`src/rtl/fifo_ptr_sync.sv`:
```
// fifo_ptr_sync: brings the opposite domain's Gray pointer into the clk
// domain and turns it into a binary pointer plus FIFO level and flags.
// WRSIDE=0 builds the read-side view (empty), WRSIDE=1 the write-side
// view (full). Optional Gray step checker: FIFO_PTR_SYNC_GRAYCHK_EN.
module fifo_ptr_sync #(
   parameter int ADDRWIDTH = 6,
   parameter int WRSIDE    = 0,
   parameter int ALMOSTTHR = 4
) (
   input  logic                 clk,
   input  logic                 hardReset_n,
   input  logic                 flush,
   input  logic [ADDRWIDTH:0]   localPtr,
   input  logic [ADDRWIDTH:0]   remoteGray,
   output logic [ADDRWIDTH:0]   remoteBin,
   output logic [ADDRWIDTH:0]   fifoLevel,
   output logic                 fifoEmpty,
   output logic                 fifoFull,
   output logic                 fifoAlmost,
   output logic                 ptrError
);

   localparam int PW = ADDRWIDTH + 1;
   // Level of a completely full FIFO: only the wrap bit set.
   localparam logic [ADDRWIDTH:0] DEPTH = {1'b1, {ADDRWIDTH{1'b0}}};
   localparam logic [ADDRWIDTH:0] THR   = PW'(ALMOSTTHR);
   localparam logic [ADDRWIDTH:0] HIGH_MARK = DEPTH - THR;

   logic [ADDRWIDTH:0] sync1_reg;
   logic [ADDRWIDTH:0] sync2_reg;
   logic [ADDRWIDTH:0] remote_bin_reg;
   logic               ptr_error_reg;
   logic [ADDRWIDTH:0] sync2_bin;
   logic [ADDRWIDTH:0] level;
   logic               level_over;
   logic               gray_err;

   // Gray to binary: each binary bit is the parity of all Gray bits at or
   // above it, which is the MSB-down XOR chain written without feedback.
   genvar gi;
   generate
      for (gi = 0; gi <= ADDRWIDTH; gi++) begin : g_gray2bin
         assign sync2_bin[gi] = ^sync2_reg[ADDRWIDTH:gi];
      end
   endgenerate

   // Modular subtraction keeps the level correct across pointer wrap.
   generate
      if (WRSIDE != 0) begin : g_wr_level
         assign level      = localPtr - remote_bin_reg;
         assign fifoAlmost = (level >= HIGH_MARK);
      end else begin : g_rd_level
         assign level      = remote_bin_reg - localPtr;
         assign fifoAlmost = (level <= THR);
      end
   endgenerate

   assign fifoLevel  = level;
   assign fifoEmpty  = (level == '0);
   assign fifoFull   = (level == DEPTH);
   assign level_over = (level > DEPTH);
   assign remoteBin  = remote_bin_reg;
   assign ptrError   = ptr_error_reg;

`ifdef FIFO_PTR_SYNC_GRAYCHK_EN
   logic [ADDRWIDTH:0] prev_sync2_reg;
   logic [ADDRWIDTH:0] gray_step;

   // A legal Gray sequence changes at most one bit per sample; more than
   // one set bit in the difference means a corrupted or skipped pointer.
   assign gray_step = sync2_reg ^ prev_sync2_reg;
   assign gray_err  = ((gray_step & (gray_step - PW'(1))) != '0);

   // Remember the previous synchronized Gray value for the step check.
   always_ff @(posedge clk or negedge hardReset_n) begin
      if (!hardReset_n) begin
         prev_sync2_reg <= '0;
      end else if (flush) begin
         prev_sync2_reg <= '0;
      end else begin
         prev_sync2_reg <= sync2_reg;
      end
   end
`else
   assign gray_err = 1'b0;
`endif

   // Two-flop synchronizer followed by the registered binary conversion.
   always_ff @(posedge clk or negedge hardReset_n) begin
      if (!hardReset_n) begin
         sync1_reg      <= '0;
         sync2_reg      <= '0;
         remote_bin_reg <= '0;
      end else if (flush) begin
         sync1_reg      <= '0;
         sync2_reg      <= '0;
         remote_bin_reg <= '0;
      end else begin
         sync1_reg      <= remoteGray;
         sync2_reg      <= sync1_reg;
         remote_bin_reg <= sync2_bin;
      end
   end

   // Sticky integrity error: impossible level or illegal Gray step.
   always_ff @(posedge clk or negedge hardReset_n) begin
      if (!hardReset_n) begin
         ptr_error_reg <= 1'b0;
      end else if (flush) begin
         ptr_error_reg <= 1'b0;
      end else begin
         ptr_error_reg <= ptr_error_reg | level_over | gray_err;
      end
   end

endmodule

```
`config.mk`:
```
export PLATFORM = sky130hd
export DESIGN_NAME = fifo_ptr_sync
export DESIGN_NICKNAME = d
export VERILOG_FILES = /design/src/rtl/fifo_ptr_sync.sv
export SDC_FILE = /design/constraint.sdc
export NUM_CORES = 1
export LEC_CHECK = 0
export BUFFER_PORTS_ARGS = -buffer_cell sky130_fd_sc_hd__buf_2
export CORE_ASPECT_RATIO = 0.8
export CORE_UTILIZATION = 49
export CTS_CLUSTER_SIZE = 14
export DETAILED_ROUTE_END_ITERATION = 10
export GPL_ROUTABILITY_DRIVEN = 0
export PLACE_DENSITY = 0.85
export SLEW_MARGIN = 20
export SYNTH_ARGS = -nofsm -noshare
export SYNTH_HDL_FRONTEND = slang
export SYNTH_SLANG_ARGS = --single-unit
```
`constraint.sdc`:
```
create_clock -name clk -period 2.4 [get_ports clk]
set_clock_uncertainty 0.1 [all_clocks]
set_input_delay 0.24 -clock clk [delete_from_list [all_inputs] [get_ports clk]]
set_output_delay 0.24 -clock clk [all_outputs]
set_load 0.005 [all_outputs]
```
==> qor.txt <==
LEAKAGE - 0.782 nW
Crit Path Class - flip-flop to output port
PortBufs - 34
Post-DRT Antenna Nets - 0
Critical path data required time - 2060 ps
All-Layer GR Usage - 0.187
CP Max Fanout - 5
Setup TNS - -692 ps
Critical Path AT - 2340 ps
Fmax - 373 MHz
Antenna cells - 0
Hold Slack - 45.0 ps
CP max stage cell - dfrtp_1
Sequential fraction of the synthesis area - 0.491
DR iter-0 viols - 29
Clk_lat worst skew - 300 ps
Initial antenna violation count - 0
Critical Path Max Stage Delay - 420 ps
Relative slew slack - 0.685
DIE WIDTH - 55.5 um
Status - finished with violations
Share of layout cells above drive strength 1 - 0.415
DRC viols - 0
Worst hold-check path type - primary input to flip-flop
Synthesized area - 1120 um2
Fin crit period - 2680 ps
Area growth syn-to-layout - 33.3%
Worst vdd ir - 0.478 mV
Rows - 15
Mapped Cells - 105
Clk sinks - 22
Final wirelength - 2300 um
Max H-tree Level - 1
Pwr Total - 0.950 mW
CTS tree - done
Clock slew at reported path FFs - 120 ps
Worst-margin pin slew - 470 ps
Largest net degree at the start of global routing - 23
Cell family with most CP delay - compound AO/OA/AOI/OAI gates
Crit-path cells - ha_1 > a21o_1 > a21oi_1 > and3b_1 > nor2_4 > a2111oi_4 > buf_2
RSZ-0062 raised after global routing - yes
Worst Slack Setup Final - -278 ps
Root buf cell - clkbuf_4
Total gr overflow - 0
Wire per inst - 13.4 um
Yosys cell types - 27
Clock Path Buffers - 2
Synth warnings - 0
#FFs+latches synth - 22
Final #Nets - 172
DR pass1 iterations - 4
First-pass GRT wire length - 3520 um
Total die area - 2490 um2
Critical Path Source Type - flip-flop
Core area - 2160 um2
Mapped Nets - 129
Max_cap viols - 0
Vias - 905
Initial core utilization - 0.520
Buf/Inv on CP - 1
Vias in the first global route - 849
Inserted Clock Buffers - 3
Final Cycle Share - 1.12
Num ports - 35
Vias/cell - 5.26
Final Hold Fails - 0
Die Height - 44.8 um
Nature of the critical path endpoint - output port
Final Max Tran Viols - 0
Power per Cell Area - 635 nW/um2
Setup Viol. Count Final - 4
Mapped Avg Cell Area - 10.7 um2
Post-DP HPWL - 1560 um
Failing checks - negative setup slack
[Yosys cell counts (all sizes together)]
| master | number | area (um2) |
|---|---|---|
| inv | 12 | 45.0 |
| a21o | 1 | 7.51 |
| a21boi | 1 | 7.51 |
| o21ai | 1 | 5.00 |
| nor2 | 11 | 41.3 |
| o32a | 1 | 10.0 |
| nor2b | 16 | 100 |
| fa | 1 | 20.0 |
| xor3 | 1 | 23.8 |
| o31a | 1 | 8.76 |
| clkbuf | 2 | 7.51 |
| ha | 6 | 75.1 |
| o21a | 1 | 7.51 |
| nand2 | 3 | 11.3 |
| dfrtp | 22 | 551 |
| and3b | 1 | 8.76 |
| a21oi | 5 | 25.0 |
| xnor3 | 1 | 23.8 |
| nand2b | 1 | 6.26 |
| a31oi | 2 | 12.5 |
| a2111oi | 1 | 8.76 |
| xnor2 | 4 | 35.0 |
| or3 | 2 | 12.5 |
| and2 | 1 | 6.26 |
| xor2 | 4 | 35.0 |
| a21bo | 1 | 10.0 |
| o2111ai | 2 | 17.5 |
[logic make-up (layout without fill, tap and decap cells)]
group	Yosys count	in the layout	synth area share
buf+inv	14	56	0.0468
xor+xnor	10	10	0.105
compound gates	17	17	0.107
fa+ha+maj	7	7	0.0847
simple gates	35	35	0.166
flops	22	22	0.491
[worst paths after layout]
kind / from / to / slack, ps / cells past startpoint
max: remoteBin[3] / fifoAlmost / -280 / 7
min: remoteGray[1] / sync1_reg[1] / 50 / 2
max reg2reg: remoteBin[0] / ptrError / 270 / 7
min reg2reg: sync1_reg[4] / sync2_reg[4] / 370 / 1
max in group asynchronous: hardReset_n / sync2_reg[6] / 1590 / 2
min in group asynchronous: hardReset_n / sync1_reg[3] / 300 / 2
[worst register-to-register path: cells and delay by family, from the launching register on]
family	cells	cell delay [ps]
compound gates	1	250
xor+xnor	1	200
fa+ha+maj	2	520
buf+inv	2	190
flops	1	360
simple gates	1	400
[what timing repair did]
item | 4_1_cts | 5_1_grt
gates resized for setup | 10 | 11
pin swaps | 3 | 1
buffers inserted | 2 | 1
endpoints found under the setup margin | 4 | 6
hold buffers | 1 | 0
endpoints found under the hold margin | 22 | 0
[stage by stage]
stage	utilization	instance area [um2]	worst slack, ps	cells
after floorplan	-	1120	77.4	105
after global placement	0.617	1330	25.6	164
after detailed placement	0.617	1330	-86.1	164
after CTS	0.661	1430	-222	171
after global routing	0.693	1500	-363	172
final	0.693	1500	-278	172
[layout by cell type, fill, tap and decap left out, types with 2 or more instances in the layout]
cell,Yosys,routed
buf_2,0,34
dfrtp_1,22,22
nor2b_1,16,16
inv_1,12,12
nor2_1,11,10
buf_4,0,5
xor2_1,4,4
ha_1,6,4
clkbuf_4,0,3
a21oi_1,5,2
xnor2_2,0,2
a21oi_2,0,2
or3_1,2,2
nand2_2,0,2
xnor2_1,4,2
ha_2,0,2
[final cells by class]
class	count	area, um2
Clock buffer	4	36.3
Fill cell	175	662
Inverter	12	45.0
Multi-Input combinational cell	69	616
Sequential cell	22	551
Tap cell	25	31.3
Timing Repair Buffer	40	218
[report_power, final]
part | leakage (nW) | internal [mW] | total [mW] | switching (mW)
Clock | 0.0210 | 0.0926 | 0.198 | 0.106
Sequential | 0.290 | 0.394 | 0.408 | 0.0137
Combinational | 0.471 | 0.164 | 0.344 | 0.180
[routing by layer]
metal  up-vias  share of wire  routed length (um)  track usage
met5         -              0                   0            0
met4         0          0.024                  55        0.130
met3         4          0.053                 122       0.0372
met2        45           0.52                1190        0.333
met1       429           0.41                 933        0.210
li1        427              -                   -            -
Power figures use the tool's default switching activity.
